[src/rtl/gpu_ucode_sequencer.sv]
// Microcode sequencer: walks a synchronous ROM from an entry address, strobes datapath micro-ops
// and resolves wait/repeat/continue/end control ops. Optional wait watchdog: GPU_USEQ_WDOG_EN.
module gpu_ucode_sequencer #(
  parameter int UADDR_W     = 8,
  parameter int REP_W       = 8,
  parameter int WDOG_CYCLES = 1024
) (
  input  logic               clk,
  input  logic               rst,
  input  logic               dispatch_i,
  input  logic [UADDR_W-1:0] entry_addr_i,
  input  logic [REP_W-1:0]   repeat_cnt_i,
  input  logic               abort_i,
  output logic [UADDR_W-1:0] rom_addr_o,
  input  logic [5:0]         rom_data_i,
  input  logic               mau_all_done_i,
  input  logic               mau_any_done_i,
  input  logic               fb_ready_i,
  input  logic               ldu_done_i,
  input  logic               cpu_go_i,
  input  logic               dtcu_done_i,
  input  logic               continue_i,
  output logic               uop_valid_o,
  output logic [5:0]         uop_o,
  output logic               busy_o,
  output logic               done_o,
  output logic               err_o
);

  localparam logic [5:0] OP_ENDMICRO     = 6'd0;
  localparam logic [5:0] OP_WAIT_ALL_MAU = 6'd16;
  localparam logic [5:0] OP_WAIT_ANY_MAU = 6'd17;
  localparam logic [5:0] OP_WAIT_FB      = 6'd18;
  localparam logic [5:0] OP_WAIT_LDU     = 6'd19;
  localparam logic [5:0] OP_WAIT_START   = 6'd20;
  localparam logic [5:0] OP_WAIT_DTCU    = 6'd21;
  localparam logic [5:0] OP_WAIT_CYCLE   = 6'd22;
  localparam logic [5:0] OP_REPEAT       = 6'd23;
  localparam logic [5:0] OP_CONT_OR_END  = 6'd35;

`ifdef GPU_USEQ_WDOG_EN
  localparam bit WDOG_EN = 1'b1;
`else
  localparam bit WDOG_EN = 1'b0;
`endif
  localparam int WD_W = (WDOG_CYCLES > 1) ? $clog2(WDOG_CYCLES) : 1;

  typedef enum logic [2:0] {S_IDLE, S_FETCH, S_EXEC, S_WAIT, S_STALL, S_DONE} state_t;

  state_t             state_q, state_d;
  logic [UADDR_W-1:0] upc_q, upc_d, loop_q, loop_d;
  logic [REP_W-1:0]   rep_q, rep_d;
  logic [5:0]         uop_q, uop_d, wait_op_q, wait_op_d, cond_op;
  logic               err_q, err_d, cond_hit, is_dp;
  logic [WD_W-1:0]    wdog_q, wdog_d;

  // In WAIT the condition comes from the latched op; in EXEC straight from the ROM word.
  always_comb begin
    cond_op  = (state_q == S_WAIT) ? wait_op_q : rom_data_i;
    cond_hit = 1'b0;
    case (cond_op)
      OP_WAIT_ALL_MAU: cond_hit = mau_all_done_i;
      OP_WAIT_ANY_MAU: cond_hit = mau_any_done_i;
      OP_WAIT_FB:      cond_hit = fb_ready_i;
      OP_WAIT_LDU:     cond_hit = ldu_done_i;
      OP_WAIT_START:   cond_hit = cpu_go_i;
      OP_WAIT_DTCU:    cond_hit = dtcu_done_i;
      default:         cond_hit = 1'b0;
    endcase
  end

  assign is_dp = ((rom_data_i >= 6'd1)  && (rom_data_i <= 6'd15)) ||
                 ((rom_data_i >= 6'd24) && (rom_data_i <= 6'd34)) ||
                 (rom_data_i == 6'd36);

  always_comb begin
    state_d     = state_q;
    upc_d       = upc_q;
    loop_d      = loop_q;
    rep_d       = rep_q;
    uop_d       = uop_q;
    wait_op_d   = wait_op_q;
    err_d       = err_q;
    wdog_d      = wdog_q;
    uop_valid_o = 1'b0;
    done_o      = 1'b0;
    if (abort_i) begin
      state_d = S_IDLE;
    end else begin
      case (state_q)
        S_IDLE: begin
          if (dispatch_i) begin
            upc_d   = entry_addr_i;
            loop_d  = entry_addr_i;
            rep_d   = repeat_cnt_i;
            err_d   = 1'b0;
            state_d = S_FETCH;
          end
        end
        S_FETCH: state_d = S_EXEC;
        S_EXEC: begin
          if (is_dp) begin
            uop_valid_o = 1'b1;
            uop_d       = rom_data_i;
            upc_d       = upc_q + UADDR_W'(1);
            state_d     = S_FETCH;
          end else begin
            case (rom_data_i)
              OP_WAIT_ALL_MAU, OP_WAIT_ANY_MAU, OP_WAIT_FB,
              OP_WAIT_LDU, OP_WAIT_START, OP_WAIT_DTCU: begin
                if (cond_hit) begin
                  upc_d   = upc_q + UADDR_W'(1);
                  state_d = S_FETCH;
                end else begin
                  wait_op_d = rom_data_i;
                  wdog_d    = '0;
                  state_d   = S_WAIT;
                end
              end
              OP_WAIT_CYCLE: state_d = S_STALL;
              OP_REPEAT: begin
                if (rep_q != '0) begin
                  rep_d = rep_q - REP_W'(1);
                  upc_d = loop_q;
                end else begin
                  upc_d = upc_q + UADDR_W'(1);
                end
                state_d = S_FETCH;
              end
              OP_CONT_OR_END: begin
                if (continue_i) begin
                  upc_d   = upc_q + UADDR_W'(1);
                  state_d = S_FETCH;
                end else begin
                  state_d = S_DONE;
                end
              end
              OP_ENDMICRO: state_d = S_DONE;
              default: begin
                err_d   = 1'b1;
                state_d = S_DONE;
              end
            endcase
          end
        end
        S_WAIT: begin
          if (cond_hit) begin
            upc_d   = upc_q + UADDR_W'(1);
            state_d = S_FETCH;
          end else if (WDOG_EN && (wdog_q == WD_W'(WDOG_CYCLES - 1))) begin
            err_d   = 1'b1;
            state_d = S_DONE;
          end else begin
            wdog_d = wdog_q + WD_W'(1);
          end
        end
        S_STALL: begin
          upc_d   = upc_q + UADDR_W'(1);
          state_d = S_FETCH;
        end
        S_DONE: begin
          done_o  = 1'b1;
          state_d = S_IDLE;
        end
        default: state_d = S_IDLE;
      endcase
    end
  end

  always_ff @(posedge clk) begin
    if (rst) begin
      state_q   <= S_IDLE;
      upc_q     <= '0;
      loop_q    <= '0;
      rep_q     <= '0;
      uop_q     <= OP_ENDMICRO;
      wait_op_q <= '0;
      err_q     <= 1'b0;
      wdog_q    <= '0;
    end else begin
      state_q   <= state_d;
      upc_q     <= upc_d;
      loop_q    <= loop_d;
      rep_q     <= rep_d;
      uop_q     <= uop_d;
      wait_op_q <= wait_op_d;
      err_q     <= err_d;
      wdog_q    <= wdog_d;
    end
  end

  assign rom_addr_o = upc_q;
  assign uop_o      = uop_valid_o ? rom_data_i : uop_q;
  assign busy_o     = (state_q != S_IDLE);
  assign err_o      = err_q;

endmodule

[config.mk]
export PLATFORM = sky130hd
export DESIGN_NAME = gpu_ucode_sequencer
export DESIGN_NICKNAME = d
export VERILOG_FILES = /design/src/rtl/gpu_ucode_sequencer.sv
export SDC_FILE = /design/constraint.sdc
export NUM_CORES = 1
export LEC_CHECK = 0
export CORE_MARGIN = 4
export CORE_UTILIZATION = 55
export CTS_BUF_LIST = sky130_fd_sc_hd__clkbuf_8
export CTS_CLUSTER_DIAMETER = 60
export CTS_CLUSTER_SIZE = 12
export DETAILED_ROUTE_END_ITERATION = 6
export PLACE_DENSITY = 0.83
export SYNTH_ARGS = -nofsm -noshare
export SYNTH_HDL_FRONTEND = slang
export SYNTH_SLANG_ARGS = --single-unit
[constraint.sdc]
create_clock -name clk -period 3 [get_ports clk]
set_input_delay 0.3 -clock clk [delete_from_list [all_inputs] [get_ports clk]]
set_output_delay 0.3 -clock clk [all_outputs]
set_load 0.02 [all_outputs]
After elaboration in Yosys (flattened, before gate mapping)
Cells that the tools add are included.

word-level totals
  register bits after elaboration = 40

cells by class
  add/subtract/negate cells = 2
  $lt $le $gt $ge = 4
  eq/ne operators = 29
  muxes and demuxes = 31
  bitwise logic cells = 3
  reduce and logical (&&, ||, !) cells = 20

operator list
  kind                                                                                 number
  6-bit by 5-bit == test with 1-bit output, second input constant                      14
  8-bit two-way mux                                                                    9
  8-bit one-hot mux with 4 select lines                                                1
  8-bit one-hot mux with 3 select lines                                                1
  8-bit one-hot mux with 2 select lines                                                1
  3-bit one-hot mux with 5 select lines                                                1
  5-bit AND reduction                                                                  3
  6-bit == test, second input constant                                                 2
  3-bit two-way mux                                                                    4
  6-bit two-way mux                                                                    2
  3-bit one-hot mux with 4 select lines                                                1
  2-bit != test, second input constant                                                 5
  10-bit OR reduction                                                                  1
  8-bit by 1-bit adder with 8-bit output, second input constant                        1
  1-bit two-way mux                                                                    8
  8-bit nonzero test                                                                   1
  8-bit by 1-bit subtractor with 8-bit output, second input constant                   1
  3-bit by 2-bit == test with 1-bit output, second input constant                      2
  3-bit == test, second input constant                                                 2
  6-bit by 1-bit greater-or-equal comparator with 1-bit output, second input constant  1
  6-bit by 5-bit greater-or-equal comparator with 1-bit output, second input constant  1
  6-bit by 4-bit less-or-equal comparator with 1-bit output, second input constant     1
  6-bit less-or-equal comparator, second input constant                                1
  6-bit zero test                                                                      1
  19 further kinds                                                                     24

Logic depth before layout (Yosys ltp)
Gate-level depths: netlist (run 1).

  depth after elaboration = 8
  gate-level depth with buffers = 10
  gate-level depth less buffers = 9

Worst setup path after synthesis (run 1)
OpenSTA, ideal clock, no wires.

  path type = flip-flop to flip-flop
  from = reg rep_q[0]
  to = reg upc_q[0] (netlist: rom_addr_o[0])
  setup time = 132 ps
  arrival = 2,103 ps
  data required time = 2,868 ps
  slack = 765 ps
  cell stages (with the launch flop) = 10
  buffers on the path = 0
  clock period less this slack = 2,235 ps
  cell sequence = dfxtp_1 > inv_1 > ha_1 > or3b_2 > o311a_1 > and2_1 > a221oi_1 > o21ai_0 > mux2i_1 > a21oi_1

between the ends
  longest elaborated chain between the ends = 5

ends and longest elaborated chain
  what                                   RTL line  text
  start, declared                        52        logic [REP_W-1:0] rep_q, rep_d;
  start signal, assigned                 184       rep_q <= rep_d;
  8-bit nonzero test                     122       if (rep_q != '0) begin
  8-bit two-way mux                      122
  8-bit one-hot mux with 3 select lines  108       case (rom_data_i)
  8-bit two-way mux                      102       if (is_dp) begin
  8-bit one-hot mux with 4 select lines  90        case (state_q)
  end signal, assigned                   182       upc_q <= upc_d;
  end, declared                          51        logic [UADDR_W-1:0] upc_q, upc_d, loop_q, loop_d;

Every way passes these cells.
A chain may end at the register's enable or synchronous reset.

Worst setup path after layout (run 1)
  from = in rom_data_i[1]
  to = out uop_o[1]

between the ends
  longest elaborated chain between the ends = 8

ends and longest elaborated chain
  what                                                                                        RTL line  text
  start, declared                                                                             15        input logic [5:0] rom_data_i,
  6-bit by 1-bit greater-or-equal comparator with 1-bit output, or another cell as far along  72        assign is_dp = ((rom_data_i >= 6'd1) && (rom_data_i <= 6'd15)) ||
  1-bit logical AND (on tied branches)                                                        72, 73
  1-bit logical OR                                                                            72
  1-bit logical OR                                                                            73        ((rom_data_i >= 6'd24) && (rom_data_i <= 6'd34)) ||
  1-bit two-way mux                                                                           102
  1-bit two-way mux                                                                           90
  1-bit two-way mux                                                                           87        if (abort_i) begin
  6-bit two-way mux *                                                                         193       assign uop_o = uop_valid_o ? rom_data_i : uop_q;
  end, declared                                                                               24        output logic [5:0] uop_o,

Every way passes the cells marked *; elsewhere a longest branch is shown, timed or not.

==> flow_summary.toml, run 1 <==
[outcome]
outcome = "finished, final reports clean"

[route]
wl_met3_um = 430
vias = 2906
drtIter0Drc = 241
wl_met2_mm = 3.71
route.detailed.drc = 0
antenna_left = 0
vias_per_cell = 6.08
wl_met1_mm = 3.55
dr.pass1.iters = 5
postRouteWirelength_mm = 7.85
top_layer_used = "met4"
routedWlPerCell_um = 16.4

[timing]
period_minus_slack_ps = 2880
timing.final.ws_setup_ps = 117
fmax_mhz = 347
skew_ps = 2.56
finalMaxSlewViolations = 0
final.setup.tns_ps = 0
fin_hold_ws_ps = 478
rsz0062_at_grt = "no"
finalSetupViolations = 0
tightest_slew_ps = 679
maxSlewHeadroom = 0.546
period_share = 0.961
hold_viol = 0

[place]
place_inst = 470
routabilityCongestion = 0.924
pre_cts_slack_ps = -39.8
hpwl_mm = 5.79
port_buffers = 50
place_area_um2 = 3440

[global_routing]
antenna_found_initial = 0
grt_overflow = 0
grt_pass1_wl_mm = 13.2
grt_max_degree = 27
track_usage = 0.263
grt_pass1_vias = 2716

[pwr]
peakVddDrop_uv = 309
combPwrFrac = 0.234
p_int_w = 0.000866
power.density_nw_per_um2 = 348
clkPwrFrac = 0.301
p_leak_nw = 1.39
p_seq_frac = 0.465
switchingPower_w = 0.000365
p_sw_frac = 0.296

[cells_and_area]
fin_area_um2 = 3540
syn_to_final_growth_pct = 24.8
final_cells = 478
nets = 445
fill_cells = 404
drive_gt1_frac = 0.117
n_antenna_cell = 0
layout_common_cells = "50 x clkdlybuf4s50_1, 49 x nor2_1, 40 x dfxtp_1, 26 x nand2_1, 23 x o21ai_0"
final_common_cell = "clkdlybuf4s50_1"

[setup_path]
required_ps = 2700
cp_max_fo = 7
worstReg2RegStart = "rep_q[0]"
crit_top_cell = "clkdlybuf4s50_1"
crit_chain = "clkdlybuf4s50_1 > a21oi_1 > o221ai_4 > nor3_4 > mux2_2 > clkdlybuf4s50_1"
critPathKind = "in2out"
crit_start = "rom_data_i[1]"
cp_slowest_cell = "clkdlybuf4s50_1"
cp-end-kind = "output port"
critical_path.top_delay_family = "buffers and inverters"
slowest_delay_ps = 550
start_kind = "input pin"
path_buf_inv = 2
critical_path_arrival_ps = 2580

[logic_synthesis]
ys_types = 66
synth_compound_area_frac = 0.245
ys.flop_type = "dfxtp_1"
syn_nets = 392
ys_warn_count = 0
ys_seq_area_frac = 0.282
syn_avg_cell_area_um2 = 7.94
synthAdderAreaFrac = 0.0124
synthSimpleGateAreaFrac = 0.297
synth_area_um2 = 2840
synth_xor_area_frac = 0.0185
synthCells = 357
async_flop_share = 0
synth_top_family_by_area = "simple AND/OR/NAND/NOR gates"
synth-edff-count = 0
synth_seq_cells = 40
synthMuxAreaShare = 0.0874

[floorplanning]
die_w_um = 79.8
die_area_um2 = 6370
initial_core_util = 0.585
num_rows = 25
die_h_um = 79.8
core_um2 = 4850
io_pins = 51

[clocking]
cts.sinks = 40
htree_num_levels = 2
cts_hold_buf = 0
insertion_delay_ps = 300
cts_root_buf = "clkbuf_8"
cts_buffers = 5
clockBufferDepth = 2
postCtsResizedCells = 1
cts_setup_buffers = 0
cts_tree = "done"
clkTransAtPathRegs_ps = 70

[worst_hold_path]
worstHoldStart = "wait_op_q[3]"
hold_path_class = "reg2reg"

[flow_run]
drv_cap = 0
## path summary, 6_finish.rpt
| check | end | slack (ps) | depth (start not counted) |
|---|---|---|---|
| setup / recovery | uop_o[1] | 120 | 6 |
| hold / removal | wait_op_q[3] | 480 | 1 |
| setup reg to reg | rom_addr_o[0] | 330 | 9 |
| hold reg to reg | wait_op_q[3] | 480 | 1 |
## layer usage
layer / global-route usage / up-vias
li1: - / 1414
met1: 0.352 / 1363
met2: 0.424 / 114
met3: 0.0451 / 15
met4: 0.0929 / 0
met5: 0 / -
## registers in the layout (all words and copies together), names as in the netlist
signal / count
rep_q: 8
state_q: 3
rom_addr_o: 8
uop_q: 6
loop_q: 8
err_o: 1
wait_op_q: 6
## cell families after synthesis
family	after synthesis
AO/OA/AOI/OAI	99
XOR/XNOR	6
adder cells (fa/ha/maj)	3
buffers and inverters	33
flip-flops	40
multiplexers	24
AND/OR/NAND/NOR	152
## cells in the mapped netlist, types with 3 or more instances
| library cell | n | area share |
|---|---|---|
| or3_1 | 3 | 0.0066 |
| and3_1 | 4 | 0.0088 |
| a21oi_1 | 17 | 0.030 |
| nand2_1 | 26 | 0.034 |
| o211ai_1 | 3 | 0.0079 |
| dfxtp_1 | 40 | 0.28 |
| a22oi_1 | 12 | 0.032 |
| nand3b_1 | 3 | 0.0079 |
| buf_4 | 5 | 0.013 |
| inv_1 | 8 | 0.011 |
| o21ai_0 | 24 | 0.042 |
| o21a_1 | 3 | 0.0079 |
| buf_2 | 4 | 0.0071 |
| clkbuf_1 | 13 | 0.017 |
| a211oi_1 | 5 | 0.013 |
| nor2_1 | 49 | 0.065 |
| nor2b_1 | 22 | 0.049 |
| o221ai_1 | 5 | 0.015 |
| mux2_2 | 6 | 0.024 |
| xor2_1 | 3 | 0.0093 |
| nor3_1 | 7 | 0.012 |
| xnor2_1 | 3 | 0.0093 |
| nor3b_1 | 5 | 0.013 |
| a221oi_1 | 4 | 0.012 |
| mux2i_1 | 18 | 0.064 |
| nand3_1 | 8 | 0.014 |
| a21o_1 | 3 | 0.0079 |
## power by group through the flow
stage	Sequential [W]	Clock, W	Combinational, W
global route	0.000576	0.000402	0.000311
floorplan	0.000585	0	0.000163
finish	0.000573	0.000371	0.000288
detailed placement	0.000584	0	0.000281
global placement	0.000583	0	0.000274
CTS	0.000572	0.000378	0.000284
## cell type report
cell class / count / area [um^2] / share of cell area
Timing Repair Buffer: 70 / 651 / 0.184
Clock buffer: 6 / 82.6 / 0.0233
Inverter: 9 / 33.8 / 0.00955
Sequential cell: 40 / 801 / 0.226
Multi-Input combinational cell: 284 / 1880 / 0.531
Tap cell: 67 / 83.8 / 0.0237
Clock inverter: 2 / 7.51 / 0.00212
## per-stage QoR
stage / power [W] / utilization
6_report: 0.00123 / 0.730
5_1_grt: 0.00129 / 0.730
4_1_cts: 0.00123 / 0.730
3_5_place_dp: 0.000865 / 0.710
3_3_place_gp: 0.000857 / 0.710
2_1_floorplan: 0.000749 / -
No activity file was read; power rests on OpenSTA's default activity.
==> run 2: changes to the inputs <==
ABC_AREA = 1   (was not set)
RECOVER_POWER = 50   (was not set)
==> run 2 against run 1 <==
Non-clock buffer count down 14. Sequential power up 3%. Flip-flop and latch count unchanged. Critical path depth up 5. First-iteration DRC count up 6.6%. Via count up 15%. Core utilization down 0.18 points. Clock skew up 5.3 ps.
==> flow_summary.toml, run 2 <==
[flow_run]
drv_cap = 0

[clocking]
cts_buffers = 5
insertion_delay_ps = 310
clockBufferDepth = 2
clkTransAtPathRegs_ps = 80
cts_hold_buf = 0
cts_root_buf = "clkbuf_8"
cts_tree = "done"
cts.sinks = 40
htree_num_levels = 2

[floorplanning]
num_rows = 25
die_area_um2 = 6300
die_h_um = 79.4
io_pins = 51
initial_core_util = 0.582
core_um2 = 4820
die_w_um = 79.4

[logic_synthesis]
netlist.area_leader.share = 0.286
ys.flop_type = "dfxtp_1"
ys_top_cells_by_count = "80 x nand2_1, 64 x inv_1, 54 x o21ai_0"
synthCells = 455
syn_avg_cell_area_um2 = 6.16
synth_area_um2 = 2800
ys_warn_count = 0
ys_seq_area_frac = 0.286
syn_nets = 490
ys_types = 38
yosysMostFrequentCell = "nand2_1"
synth-edff-count = 0
synth_seq_cells = 40
synth_area_leaders = "dfxtp_1 29%, nand2_1 11%, o21ai_0 9.6%"
synth_top_area_cell = "dfxtp_1"
async_flop_share = 0

[place]
routabilityCongestion = 0.871
hpwl_mm = 6.04
place_inst = 568
port_buffers = 50
pre_cts_slack_ps = 186

[cells_and_area]
final_common_cell = "nand2_1"
syn_to_final_growth_pct = 25.1
drive_gt1_frac = 0.0747
final_cells = 576
final-seq-area_um2 = 801
layout_common_cells = "81 x nand2_1, 64 x inv_1, 54 x o21ai_0, 53 x nor2_1, 40 x dfxtp_1"
nets = 543
n_antenna_cell = 0
fill_cells = 453
multi_input_area_um2 = 1680
final_util = 0.728

[timing]
period_share = 0.876
timing.final.ws_setup_ps = 372
tightest_slew_ps = 728
finalSetupViolations = 0
fmax_mhz = 381
maxSlewHeadroom = 0.514
rsz0062_at_grt = "no"
finalMaxSlewViolations = 0
final.setup.tns_ps = 0
skew_ps = 7.82
hold_viol = 0
period_minus_slack_ps = 2630

[route]
dr.pass1.iters = 5
drtIter0Drc = 257
routedWlPerCell_um = 14.0
vias_per_cell = 5.81
route.detailed.drc = 0
postRouteWirelength_mm = 8.07
antenna_left = 0
vias = 3344

[global_routing]
grt_pass1_wl_mm = 14.0
grt_pass1_vias = 3110
antenna_found_initial = 0
grt_overflow = 0
track_usage = 0.275
grt_max_degree = 27

[setup_path]
reg2regPathDepth = 14
required_ps = 2700
critical_path_arrival_ps = 2330
critPathKind = "in2out"
cp_max_fo = 19
start_kind = "input pin"
cp-end-kind = "output port"

[pwr]
switchingPower_w = 0.000429
p_seq_frac = 0.423
total_power_w = 0.00139
clkPwrFrac = 0.345
p_sw_frac = 0.309
p_leak_nw = 1.67
power.density_nw_per_um2 = 397
peakVddDrop_uv = 325
combPwrFrac = 0.232
p_int_w = 0.000961

[worst_hold_path]
min_delay_path_depth = 2
hold_path_class = "reg2reg"

[outcome]
outcome = "finished, final reports clean"
-- run 2: changes by cell type in the layout (fill, tap and decap cells not counted), moves of 19 or more --
cell / before / now
nor2b_1: 22 / 0
nand3_1: 8 / 29
inv_1: 10 / 64
nand2_1: 26 / 81
o21ai_0: 23 / 54
clkdlybuf4s50_1: 50 / 31
-- run 2: layout make-up --
type,instances,share of cell area
Multi-Input combinational cell,335,0.478
Clock inverter,2,0.0111
Sequential cell,40,0.228
Tap cell,67,0.0239
Clock buffer,6,0.0236
Timing Repair Buffer,56,0.160
Inverter,70,0.0749
-- run 2: metrics by stage --
stage                     hold slack (ps)  cell area (um^2)
after global routing                  485              3510
after global placement                435              3370
after floorplan                       378              2800
final                                 449              3510
after detailed placement              439              3370
after CTS                             451              3490
-- run 2: timing repair --
item / 4_1_cts / 5_1_grt
endpoints found under the setup margin: 0 / 6
buffers inserted: 0 / 0
resized for setup: 0 / 6
-- run 2: worst paths after layout --
check	slack, ps	endpoint	startpoint
min reg2reg	450	wait_op_q[5]	wait_op_q[5]
max	370	uop_valid_o	rom_data_i[5]
min	450	wait_op_q[5]	wait_op_q[5]
max reg2reg	580	rom_addr_o[7]	rep_q[0]
-- run 2: per-layer routing --
layer	vias to the layer above	wire length (um)	GRT usage	part of all wire
li1	1623	-	-	-
met1	1525	3350	0.344	0.41
met2	174	3860	0.477	0.48
met3	22	671	0.0463	0.083
met4	0	188	0.0911	0.023
met5	-	0	0	0
-- run 2: cell families after synthesis --
logic type | share of synthesized area
simple gates | 0.324
compound gates | 0.251
buf+inv | 0.115
flops | 0.286
xor+xnor | 0.0156
fa+ha+maj | 0.00893
-- run 2: power by group through the flow --
stage                     clock, W  sequential, W  combinational, W
after detailed placement         0       0.000600          0.000321
final                     0.000479       0.000588          0.000322
after floorplan                  0       0.000605          0.000191
after global routing      0.000513       0.000592          0.000361
after CTS                 0.000483       0.000588          0.000323
after global placement           0       0.000599          0.000315
-- run 2: worst max-delay path, stage by stage --
cell and delay, ps:
dlygate4sd3_1 560, inv_1 80, nand2_1 80, inv_1 50
nand3_1 80, nand2_1 60, nand3_1 100, nand2_1 80
nor2_1 80, buf_4 210, clkdlybuf4s50_1 640
==> run 3: changes to the inputs <==
CAP_MARGIN = 0   (was not set)
==> results of run 3 <==
The final DEF is identical to that of run 2; final timing and power are the same.
